`src/rtl/cpu_io_control.sv`:
```
// -----------------------------------------------------------------------------
// cpu_io_control
//   Bus-side companion of the CPU control state machine. Decodes cpu_state,
//   runs one external read or write transaction per begin state, captures
//   fetched instructions and loaded operands, and returns a one-cycle ready
//   pulse. A wait-state timeout aborts a transaction on a dead bus.
//
// Ports:
//   clk        in   clock, all logic on posedge
//   reset      in   synchronous, active-low reset
//   cpu_state  in   4-bit state from CPU control
//   pc         in   fetch address
//   data_addr  in   load/store address
//   store_data in   store write data
//   mem_rdata  in   bus read data, valid with mem_ack
//   mem_ack    in   bus completion strobe
//   mem_addr   out  registered bus address
//   mem_wdata  out  registered bus write data
//   mem_req    out  registered bus request
//   mem_we     out  registered write enable (1 = store)
//   ready      out  one-cycle completion pulse to CPU control
//   instr      out  last fetched instruction
//   load_data  out  last loaded operand
//   bus_err    out  sticky timeout flag
// -----------------------------------------------------------------------------
module cpu_io_control #(
    parameter int unsigned ADDR_W  = 16,
    parameter int unsigned DATA_W  = 16,
    parameter int unsigned TIMEOUT = 255,
    parameter int unsigned CNT_W   = 8
) (
    input  logic              clk,
    input  logic              reset,
    input  logic [3:0]        cpu_state,
    input  logic [ADDR_W-1:0] pc,
    input  logic [ADDR_W-1:0] data_addr,
    input  logic [DATA_W-1:0] store_data,
    input  logic [DATA_W-1:0] mem_rdata,
    input  logic              mem_ack,
    output logic [ADDR_W-1:0] mem_addr,
    output logic [DATA_W-1:0] mem_wdata,
    output logic              mem_req,
    output logic              mem_we,
    output logic              ready,
    output logic [DATA_W-1:0] instr,
    output logic [DATA_W-1:0] load_data,
    output logic              bus_err
);

    // CPU control state encoding
    typedef enum logic [3:0] {
        FETCH_BEGIN = 4'd0,
        FETCH_IO    = 4'd1,
        FETCH_END   = 4'd2,
        EXEC_BEGIN  = 4'd3,
        LOAD_BEGIN  = 4'd4,
        LOAD_IO     = 4'd5,
        LOAD_END    = 4'd6,
        CALC        = 4'd7,
        STORE_BEGIN = 4'd8,
        STORE_IO    = 4'd9
    } cpu_state_t;

    typedef enum logic [1:0] {IDLE, BUSY, DONE} state_t;
    typedef enum logic [1:0] {K_FETCH, K_LOAD, K_STORE} kind_t;

    localparam logic [CNT_W-1:0] TMO = CNT_W'(TIMEOUT);

    state_t            state, state_nxt;
    kind_t             kind, kind_nxt;
    logic [CNT_W-1:0]  cnt, cnt_nxt;
    logic              start;

    logic [ADDR_W-1:0] mem_addr_nxt;
    logic [DATA_W-1:0] mem_wdata_nxt;
    logic              mem_req_nxt;
    logic              mem_we_nxt;
    logic              ready_nxt;
    logic [DATA_W-1:0] instr_nxt;
    logic [DATA_W-1:0] load_data_nxt;
    logic              bus_err_nxt;

    // Only the three begin states open a transaction; everything else,
    // including io states and unused codes 10-15, is a no-op in IDLE.
    always_comb begin
        start = 1'b0;
        case (cpu_state)
            FETCH_BEGIN, LOAD_BEGIN, STORE_BEGIN: start = 1'b1;
            default:                              start = 1'b0;
        endcase
    end

    // State register; every output is a flop loaded from its *_nxt value.
    always_ff @(posedge clk) begin
        if (!reset) begin
            state     <= IDLE;
            kind      <= K_FETCH;
            cnt       <= '0;
            mem_addr  <= '0;
            mem_wdata <= '0;
            mem_req   <= 1'b0;
            mem_we    <= 1'b0;
            ready     <= 1'b0;
            instr     <= '0;
            load_data <= '0;
            bus_err   <= 1'b0;
        end else begin
            state     <= state_nxt;
            kind      <= kind_nxt;
            cnt       <= cnt_nxt;
            mem_addr  <= mem_addr_nxt;
            mem_wdata <= mem_wdata_nxt;
            mem_req   <= mem_req_nxt;
            mem_we    <= mem_we_nxt;
            ready     <= ready_nxt;
            instr     <= instr_nxt;
            load_data <= load_data_nxt;
            bus_err   <= bus_err_nxt;
        end
    end

    // Next-state logic
    always_comb begin
        state_nxt = state;
        case (state)
            IDLE:    if (start) state_nxt = BUSY;
            BUSY:    if (mem_ack || (cnt == TMO)) state_nxt = DONE;
            DONE:    state_nxt = IDLE;
            default: state_nxt = IDLE;
        endcase
    end

    // Output / datapath logic
    always_comb begin
        kind_nxt      = kind;
        cnt_nxt       = cnt;
        mem_addr_nxt  = mem_addr;
        mem_wdata_nxt = mem_wdata;
        mem_req_nxt   = mem_req;
        mem_we_nxt    = mem_we;
        ready_nxt     = 1'b0;
        instr_nxt     = instr;
        load_data_nxt = load_data;
        bus_err_nxt   = bus_err;

        case (state)
            IDLE: begin
                if (start) begin
                    cnt_nxt     = '0;
                    mem_req_nxt = 1'b1;
                    case (cpu_state)
                        FETCH_BEGIN: begin
                            kind_nxt     = K_FETCH;
                            mem_addr_nxt = pc;
                            mem_we_nxt   = 1'b0;
                        end
                        LOAD_BEGIN: begin
                            kind_nxt     = K_LOAD;
                            mem_addr_nxt = data_addr;
                            mem_we_nxt   = 1'b0;
                        end
                        default: begin
                            kind_nxt      = K_STORE;
                            mem_addr_nxt  = data_addr;
                            mem_wdata_nxt = store_data;
                            mem_we_nxt    = 1'b1;
                        end
                    endcase
                end
            end
            BUSY: begin
                // An ack on the final allowed cycle still completes normally.
                if (mem_ack) begin
                    mem_req_nxt = 1'b0;
                    mem_we_nxt  = 1'b0;
                    ready_nxt   = 1'b1;
                    if (kind == K_FETCH) instr_nxt     = mem_rdata;
                    if (kind == K_LOAD)  load_data_nxt = mem_rdata;
                end else if (cnt == TMO) begin
                    mem_req_nxt = 1'b0;
                    mem_we_nxt  = 1'b0;
                    ready_nxt   = 1'b1;
                    bus_err_nxt = 1'b1;
                    if (kind == K_FETCH) instr_nxt     = '0;
                    if (kind == K_LOAD)  load_data_nxt = '0;
                end else begin
                    cnt_nxt = cnt + 1'b1;
                end
            end
            default: ;
        endcase
    end

endmodule

```
`config.mk`:
```
export PLATFORM = sky130hd
export DESIGN_NAME = cpu_io_control
export DESIGN_NICKNAME = d
export VERILOG_FILES = /design/src/rtl/cpu_io_control.sv
export SDC_FILE = /design/constraint.sdc
export NUM_CORES = 1
export LEC_CHECK = 0
export BUFFER_PORTS_ARGS = -buffer_cell sky130_fd_sc_hd__buf_2
export CAP_MARGIN = 20
export CORE_MARGIN = 10
export CORE_UTILIZATION = 47
export DETAILED_ROUTE_END_ITERATION = 10
export HOLD_SLACK_MARGIN = 0.02
export PLACE_DENSITY = 0.89
export SLEW_MARGIN = 20
export SYNTH_ARGS = -nofsm -noshare
export SYNTH_HDL_FRONTEND = slang
export SYNTH_SLANG_ARGS = --single-unit
```
`constraint.sdc`:
```
create_clock -name clk -period 2.1 [get_ports clk]
set_input_delay 0.525 -clock clk [delete_from_list [all_inputs] [get_ports clk]]
set_output_delay 0.525 -clock clk [all_outputs]
set_load 0.005 [all_outputs]
```
==> reports/metrics.yaml, run 1 <==
drcViolationCount: 0
finalClockSkew_ns: 0.00734
avgRoutedWirePerCell_um: 16.1
place_hpwl_mm: 6.99
clock_latency_ns: 0.35
design_area_um2: 4220
worstPathArrival_ns: 2.23
initial_utilization: 0.480
numCtsBuffers: 9
rsz0062_at_grt: "false"
required_ns: 2.37
reg2reg_to: "instr[7]"
cts_max_level: 3
netlist_area_um2: 3240
endpoint_kind: "register"
tritoncts: "built"
grt_max_degree: 45
nets: 561
status: "finished, final reports clean"
path_clk_slew_ns: 0.08
cts_buffer_depth: 2
die_w_um: 103
gp_congestion: 0.939
p_leak_uw: 0.00204
criticalPathCategory: "reg2reg"
vias: 3017
io_buffers: 138
post_cts_buffers: 0
crit_slowest_cell: "or4_1"
layout_common_cells: "buf_2, dfxtp_1, nand2_1"
ant_nets: 0
core_area_um2: 6760
rr_worst_depth: 6
power_uw: 3020
synth-edff-count: 0
overflow: 0
drt_iter0_markers: 123
placed_cell_area_um2: 4020
period_share: 0.931
antenna_found_initial: 0
antennaDiodeCount: 0
die_h_um: 103
tns_ns: 0
drv_cap: 0
min_to: "mem_wdata[9]"
hold_viol_final: 0
syn_to_final_growth_pct: 30.1
synthArstFlopShare: 0
hold_depth: 3
slew-limit-headroom: 0.694
cp_max_fo: 16
syn_nets: 424
drive_above_1_share: 0.348
hp-start: "store_data[9]"
num_rows: 30
reg2reg_from: "cnt[1]"
cts_root_buf: "clkbuf_8"
ys_seq_area_frac: 0.494
cp_cell_sequence: "ha_1 > and3_2 > a21oi_2 > or4_1 > buf_12 > mux2i_1"
final_common_cell: "buf_2"
synth_flop_cell: "dfxtp_1"
io-pin-count: 139
period_needed_ns: 1.96
reg2reg_slack_ns: 0.14
holdBufCountCts: 0
cts_resized: 0
synth_seq_cells: 80
grt_pass1_vias: 3125
vdd_drop_max_mv: 0.338
setup_violations: 0
timing.fmax_ghz: 0.511
grt_pass1_wl_mm: 14.5
grt_util_all_layers: 0.170
power_density_nw_per_um2: 715
drtPass1Iterations: 4
cts.sinks: 80
drt_wl_total_mm: 9.26
hold_class: "in2reg"
synth_cell_types: 39
synth_cells: 352
drv_slew: 0
die_area_um2: 10600
startpoint_type: "register"
synth.avg_cell_area_um2: 9.21
max_stage_delay_ns: 0.53
viasPerCell: 5.26
yosysWarnings: 0
worst_pin_slew_ns: 0.459
==> worst max-delay path: cells and delay by family, from the launching register on <==
family,cells,cell delay (ns)
mux,1,0.19
buf+inv,1,0.20
flops,1,0.41
fa+ha+maj,1,0.24
simple gates,2,0.77
compound gates,1,0.07
==> cell type report <==
cell class,instances,area [µm²]
Fill cell,615,2540
Sequential cell,80,1600
Tap cell,80,100
Clock inverter,4,52.6
Inverter,2,7.51
Multi-Input combinational cell,245,1500
Timing Repair Buffer,151,813
Clock buffer,12,145
==> logic make-up (layout without fill, tap and decap cells) <==
family | after synthesis | count (layout) | share of synthesized area
DFF | 80 | 80 | 0.494
muxes | 49 | 49 | 0.151
adders and majority gates | 1 | 1 | 0.00386
and+or+nand+nor | 140 | 140 | 0.196
buffers and inverters | 27 | 169 | 0.0440
AOI/OAI and AO/OA | 55 | 55 | 0.110
==> per-layer routing <==
layer / global-route usage / vias up / part of all wire
li1: - / 1510 / -
met1: 0.188 / 1381 / 0.42
met2: 0.292 / 115 / 0.48
met3: 0.0677 / 11 / 0.097
met4: 0.0503 / 0 / 0.0098
met5: 0 / - / 0
==> state kept, by name, indices dropped and copies added, names as in the netlist <==
register and flops:
bus_err 1, cnt 8, instr 16, kind 2, load_data 16, mem_addr 16, mem_req 1, mem_wdata 16
mem_we 1, ready 1, state 2
==> synthesized netlist by cell type, types with 2 or more instances <==
| library cell | instances | area [µm²] |
|---|---|---|
| dfxtp_1 | 80 | 1600 |
| nand2_1 | 74 | 278 |
| mux2i_1 | 49 | 490 |
| a21oi_1 | 24 | 120 |
| nand3_1 | 24 | 120 |
| nor2_1 | 21 | 78.8 |
| a211oi_1 | 16 | 120 |
| clkbuf_1 | 16 | 60.1 |
| nor3_1 | 7 | 35.0 |
| buf_2 | 5 | 25.0 |
| o21ai_0 | 3 | 15.0 |
| a21oi_2 | 2 | 17.5 |
| buf_6 | 2 | 22.5 |
| nand4b_1 | 2 | 17.5 |
| o221ai_1 | 2 | 17.5 |
| or4_1 | 2 | 15.0 |
==> per-stage QoR <==
| stage | hold slack (ns) | util | std cells | worst slack, ns |
|---|---|---|---|---|
| CTS | 0.396 | 0.624 | 574 | 0.144 |
| detailed placement | 0.443 | 0.595 | 558 | 0.0885 |
| global route | 0.394 | 0.624 | 574 | 0.0663 |
| global placement | 0.439 | 0.595 | 558 | 0.218 |
| finish | 0.408 | 0.624 | 574 | 0.145 |
| floorplan | 0.453 | - | 352 | 0.226 |
==> how the worst max path moves through the flow <==
stage | from | end | slack [ns] | cells after the start
2_1_floorplan | cnt[0] | load_data[15] | 0.23 | 7
3_3_place_gp | cpu_state[1] | mem_addr[10] | 0.22 | 6
3_5_place_dp | cpu_state[1] | mem_addr[3] | 0.09 | 6
4_1_cts | cnt[1] | instr[7] | 0.14 | 6
5_1_grt | cnt[0] | load_data[11] | 0.07 | 5
6_report | cnt[1] | instr[7] | 0.14 | 6
==> where the power goes <==
part / leakage [µW] / internal, µW / total, µW / switching, µW
clock network: 0.000101 / 588 / 1150 / 566
registers: 0.000648 / 1550 / 1570 / 19.3
logic: 0.00129 / 135 / 291 / 156
total: 0.00204 / 2280 / 3020 / 741
No activity file was read; power rests on OpenSTA's default activity.
==> run 2, diff against run 1 <==
--- a/config.mk
+++ b/config.mk
@@ -7,7 +7,7 @@
 export LEC_CHECK = 0
 export BUFFER_PORTS_ARGS = -buffer_cell sky130_fd_sc_hd__buf_2
 export CAP_MARGIN = 20
-export CORE_MARGIN = 10
+export CORE_MARGIN = 3
 export CORE_UTILIZATION = 47
 export DETAILED_ROUTE_END_ITERATION = 10
 export HOLD_SLACK_MARGIN = 0.02
==> reports/metrics.yaml, run 2 (synthesis results as in run 1) <==
overflow: 0  # unchanged
final_cells: 572  # -0.35%
status: "finished, final reports clean"
drv_cap: 0  # unchanged
cts_root_buf: "clkbuf_8"
critical_path.top_delay_family: "simple AND/OR/NAND/NOR gates"
crit_path_end: "load_data[10]"
drt_wl_total_mm: 8.09  # -13%
worstPathArrival_ns: 2.15  # -0.08 ns
path_clk_slew_ns: 0.08  # about the same
vias: 3013  # -0.13%
cts.sinks: 80  # unchanged
worst_pin_slew_ns: 0.460  # +0.000739 ns
crit_buf_inv: 0  # -1
post_cts_buffers: 0  # unchanged
required_ns: 2.32  # -0.05 ns
design_area_um2: 4230  # +0.30%
grt_max_degree: 45  # unchanged
place_hpwl_mm: 6.00  # -14%
period_needed_ns: 1.94  # -0.0204 ns
grt_pass1_wl_mm: 12.9  # -11%
drt_iter0_markers: 116  # -5.7%
highest_layer: "met4"
cts_resized: 0  # unchanged
period_share: 0.921  # -0.00973
reg2reg_from: "cnt[0]"
setup_violations: 0  # unchanged
antennaDiodeCount: 0  # unchanged
die_area_um2: 7930  # -25%
cts_buffer_depth: 2  # unchanged
numCtsBuffers: 9  # unchanged
layout_common_cells: "buf_2, dfxtp_1, nand2_1"
gp_congestion: 0.848  # -9.7%
drive_above_1_share: 0.354  # +0.00536
criticalPathCategory: "reg2reg"
grt_util_all_layers: 0.208  # +0.0380
crit_start: "cnt[0]"
reg2reg_slack_ns: 0.16  # +0.02 ns
placed_cell_area_um2: 4020  # about the same
tritoncts: "built"
power_density_nw_per_um2: 712  # -0.46%
die_w_um: 89.1  # -14%
antenna_found_initial: 0  # unchanged
comb_power_share: 0.096  # about the same
tns_ns: 0  # unchanged
timing.fmax_ghz: 0.517  # +1.1%
cp_cell_sequence: "ha_1 > and3_2 > a21oi_2 > or4b_4 > mux2i_1"
clock_power_share: 0.382  # about the same
finalClockSkew_ns: 0.00827  # +0.000928 ns
swShare: 0.237  # -0.00882
die_h_um: 89.1  # -14%
vdd_drop_max_mv: 0.397  # +17%
wl_met2_mm: 3.92  # -11%
drv_slew: 0  # unchanged
p_leak_uw: 0.00204  # about the same
drcViolationCount: 0  # unchanged
avgRoutedWirePerCell_um: 14.1  # -12%
startpoint_type: "register"
core_area_um2: 6530  # -3.3%
syn_to_final_growth_pct: 30.5
endpoint_kind: "register"
cp_max_fo: 16  # unchanged
nets: 562  # +0.18%
p_int_uw: 2300  # +1.0%
met1_length_mm: 3.28  # -15%
final_common_cell: "buf_2"
rr_worst_depth: 5  # -1
rsz0062_at_grt: "false"
ant_nets: 0  # unchanged
reg2reg_to: "load_data[10]"
pwr-share-seq: 0.523  # +0.002
viasPerCell: 5.27  # +0.22%
crit_slowest_cell: "or4b_4"
cts_max_level: 3  # unchanged
hold_viol_final: 0  # unchanged
place_inst: 556  # -0.36%
drtPass1Iterations: 4  # unchanged
p_sw_uw: 713  # -3.8%
hp-start: "store_data[0]"
num_rows: 29  # -3.3%
io-pin-count: 139  # unchanged
holdBufCountCts: 0  # unchanged
hold_class: "in2reg"
slew-limit-headroom: 0.694  # about the same
grt_pass1_vias: 3005  # -3.8%
io_buffers: 138  # unchanged
dpl_worst_slack_ns: 0.0836  # -0.00491 ns
power_uw: 3010  # -0.16%
met3_length_um: 769  # -14%
cp.depth: 5  # -1
initial_utilization: 0.496  # +0.0165
clock_latency_ns: 0.35  # about the same
max_stage_delay_ns: 0.68  # +0.15 ns
fin_ws_ns: 0.165  # +0.0204 ns
## run 2: cell count changes in the layout (fill, tap and decap cells not counted)
cell	change
buf_4	+1
clkbuf_1	-2
clkbuf_8	+1
clkinv_2	+1
clkinv_4	-1
clkinvlp_4	+2
inv_6	-1
## run 2: worst register-to-register path: cells and delay by family (launching register included)
kind / cells / cell delay [ns]
simple gates: 2 / 0.92
flops: 1 / 0.40
fa+ha+maj: 1 / 0.24
mux: 1 / 0.18
compound gates: 1 / 0.07
## run 2: layout make-up
class / count / area [µm²]
timing repair buffer: 152 / 821
sequential: 80 / 1600
multi-input combinational: 245 / 1500
fill: 538 / 2300
tap: 77 / 96.3
clock buffer: 11 / 151
inverter: 2 / 7.51
clock inverter: 5 / 55.1
## run 2: per-stage QoR
step | utilization | hold WS [ns]
after global routing | 0.648 | 0.409
after CTS | 0.648 | 0.395
final | 0.648 | 0.409
after floorplan | - | 0.453
after global placement | 0.616 | 0.439
after detailed placement | 0.616 | 0.448
## run 2: layer usage
metal | track usage | vias up
met5 | 0 | -
met3 | 0.0636 | 13
met4 | 0.0893 | 0
met2 | 0.370 | 135
met1 | 0.227 | 1354
li1 | - | 1511
## run 2: power groups by stage
stage,combinational (µW),sequential [µW],clock (µW)
after floorplan,139,1610,0
final,289,1570,1150
after global routing,322,1580,1240
after global placement,280,1610,0
after detailed placement,290,1610,0
after CTS,291,1570,1170
## run 2: worst min path at each step
stage,endpoint,slack (ns),cells after the start
after global placement,mem_wdata[4],0.44,2
after detailed placement,mem_wdata[9],0.45,2
after global routing,mem_wdata[12],0.41,3
after CTS,mem_wdata[0],0.39,3
after floorplan,mem_wdata[0],0.45,2
final,mem_wdata[0],0.41,3
==> run 3, diff against run 2 <==
--- a/config.mk
+++ b/config.mk
@@ -7,6 +7,7 @@
 export LEC_CHECK = 0
 export BUFFER_PORTS_ARGS = -buffer_cell sky130_fd_sc_hd__buf_2
 export CAP_MARGIN = 20
+export CORE_ASPECT_RATIO = 0.8
 export CORE_MARGIN = 3
 export CORE_UTILIZATION = 47
 export DETAILED_ROUTE_END_ITERATION = 10
==> reports/metrics.yaml, run 3 (synthesis results as in run 1) <==
worst_pin_slew_ns: 0.455  # -0.00451 ns
worstPathArrival_ns: 2.25  # +0.10 ns
finalClockSkew_ns: 0.00989  # +0.00162 ns
antenna_found_initial: 0  # unchanged
numCtsBuffers: 9  # unchanged
viasPerCell: 5.21  # -1.1%
die_area_um2: 7940  # about the same
nets: 559  # -0.53%
p_leak_uw: 0.00204  # -0.24%
drcViolationCount: 0  # unchanged
grt_pass1_vias: 2928  # -2.6%
drive_above_1_share: 0.350  # -0.00394
power_density_nw_per_um2: 739  # +3.8%
pwr-share-seq: 0.502  # -0.021
holdBufCountCts: 0  # unchanged
gp_congestion: 0.783  # -7.7%
timing.fmax_ghz: 0.505  # -2.3%
cp_max_fo: 16  # unchanged
clock_power_share: 0.407  # +0.025
setup_violations: 0  # unchanged
required_ns: 2.37  # +0.05 ns
power_uw: 3130  # +4.0%
cts.sinks: 80  # unchanged
clock_latency_ns: 0.35  # about the same
antennaDiodeCount: 0  # unchanged
slew-limit-headroom: 0.697  # +0.00301
drt_wl_total_mm: 7.93  # -1.9%
status: "finished, final reports clean"
initial_utilization: 0.496  # -0.000570
die_w_um: 98.9  # +11%
cts_root_buf: "clkbuf_8"
layout_common_cells: "buf_2, dfxtp_1, nand2_1"
post_cts_buffers: 0  # unchanged
ant_nets: 0  # unchanged
drt_iter0_markers: 106  # -8.6%
max_stage_delay_ns: 0.69  # about the same
path_clk_slew_ns: 0.09  # about the same
placed_cell_area_um2: 4010  # -0.34%
syn_to_final_growth_pct: 30.8
drv_cap: 0  # unchanged
place_hpwl_mm: 5.80  # -3.4%
startpoint_type: "register"
utilization: 0.648  # +0.000787
final_common_cell: "buf_2"
design_area_um2: 4240  # +0.24%
rsz0062_at_grt: "false"
grt_util_all_layers: 0.204  # -0.00381
overflow: 0  # unchanged
hold_viol_final: 0  # unchanged
drv_slew: 0  # unchanged
endpoint_kind: "register"
cts_buffer_depth: 2  # unchanged
period_needed_ns: 1.98  # +0.0448 ns
drtPass1Iterations: 4  # unchanged
avgRoutedWirePerCell_um: 13.8  # -2.6%
comb_power_share: 0.091  # -0.005
grt_max_degree: 59  # +31%
num_rows: 26  # -10%
tns_ns: 0  # unchanged
vdd_drop_max_mv: 0.432  # +9.0%
cts_resized: 0  # unchanged
io-pin-count: 139  # unchanged
die_h_um: 80.3  # -9.8%
place_inst: 560  # +0.72%
cp_cell_sequence: "ha_1 > and3_2 > a21oi_2 > or4b_4 > mux2i_1"
io_buffers: 138  # unchanged
criticalPathCategory: "reg2reg"
crit_slowest_cell: "or4b_4"
vias: 3001  # -0.40%
hold_class: "in2reg"
swShare: 0.237  # -0.000289
p_int_uw: 2390  # +4.1%
final_cells: 576  # +0.70%
grt_pass1_wl_mm: 13.1  # +1.3%
p_sw_uw: 741  # +3.9%
cts_max_level: 3  # unchanged
core_area_um2: 6540  # +0.11%
period_share: 0.943  # +0.0213
tritoncts: "built"
[run 3: worst paths after layout]
| path | startpoint | endpoint | slack, ns | depth (start not counted) |
|---|---|---|---|---|
| hold reg to reg | mem_wdata[2] | mem_wdata[2] | 0.46 | 2 |
| setup reg to reg | cnt[0] | load_data[5] | 0.12 | 5 |
| setup / recovery | cnt[0] | load_data[5] | 0.12 | 5 |
| hold / removal | store_data[6] | mem_wdata[6] | 0.40 | 3 |
[run 3: per-stage QoR]
step / setup slack [ns] / hold slack, ns
floorplan: 0.226 / 0.453
global placement: 0.219 / 0.439
detailed placement: 0.0904 / 0.448
CTS: 0.119 / 0.383
global route: 0.0270 / 0.387
finish: 0.120 / 0.404
[run 3: power groups by stage]
stage / combinational [µW] / sequential, µW / clock, µW
after floorplan: 139 / 1610 / 0
after global placement: 276 / 1610 / 0
after detailed placement: 284 / 1610 / 0
after CTS: 286 / 1570 / 1300
after global routing: 318 / 1580 / 1380
final: 284 / 1570 / 1280
[run 3: critical path, delay by kind of cell (launching register included)]
family          cells  cell delay, ns
compound gates      1            0.10
fa+ha+maj           1            0.22
flops               1            0.40
mux                 1            0.24
simple gates        2            0.93
[run 3: final cells by class]
class                           count  area, µm²
Clock buffer                       10        138
Tap cell                           84        105
Sequential cell                    80       1600
Fill cell                         552       2300
Timing Repair Buffer              149        798
Multi-Input combinational cell    245       1500
Inverter                            2       7.51
Clock inverter                      6       92.6
[run 3: routing by layer]
metal  vias to the layer above  share of wire  global-route usage
met1                      1395           0.40               0.228
met3                        10          0.063              0.0747
li1                       1512              -                   -
met5                         -              0                   0
met2                        84           0.52               0.364
met4                         0          0.012              0.0587
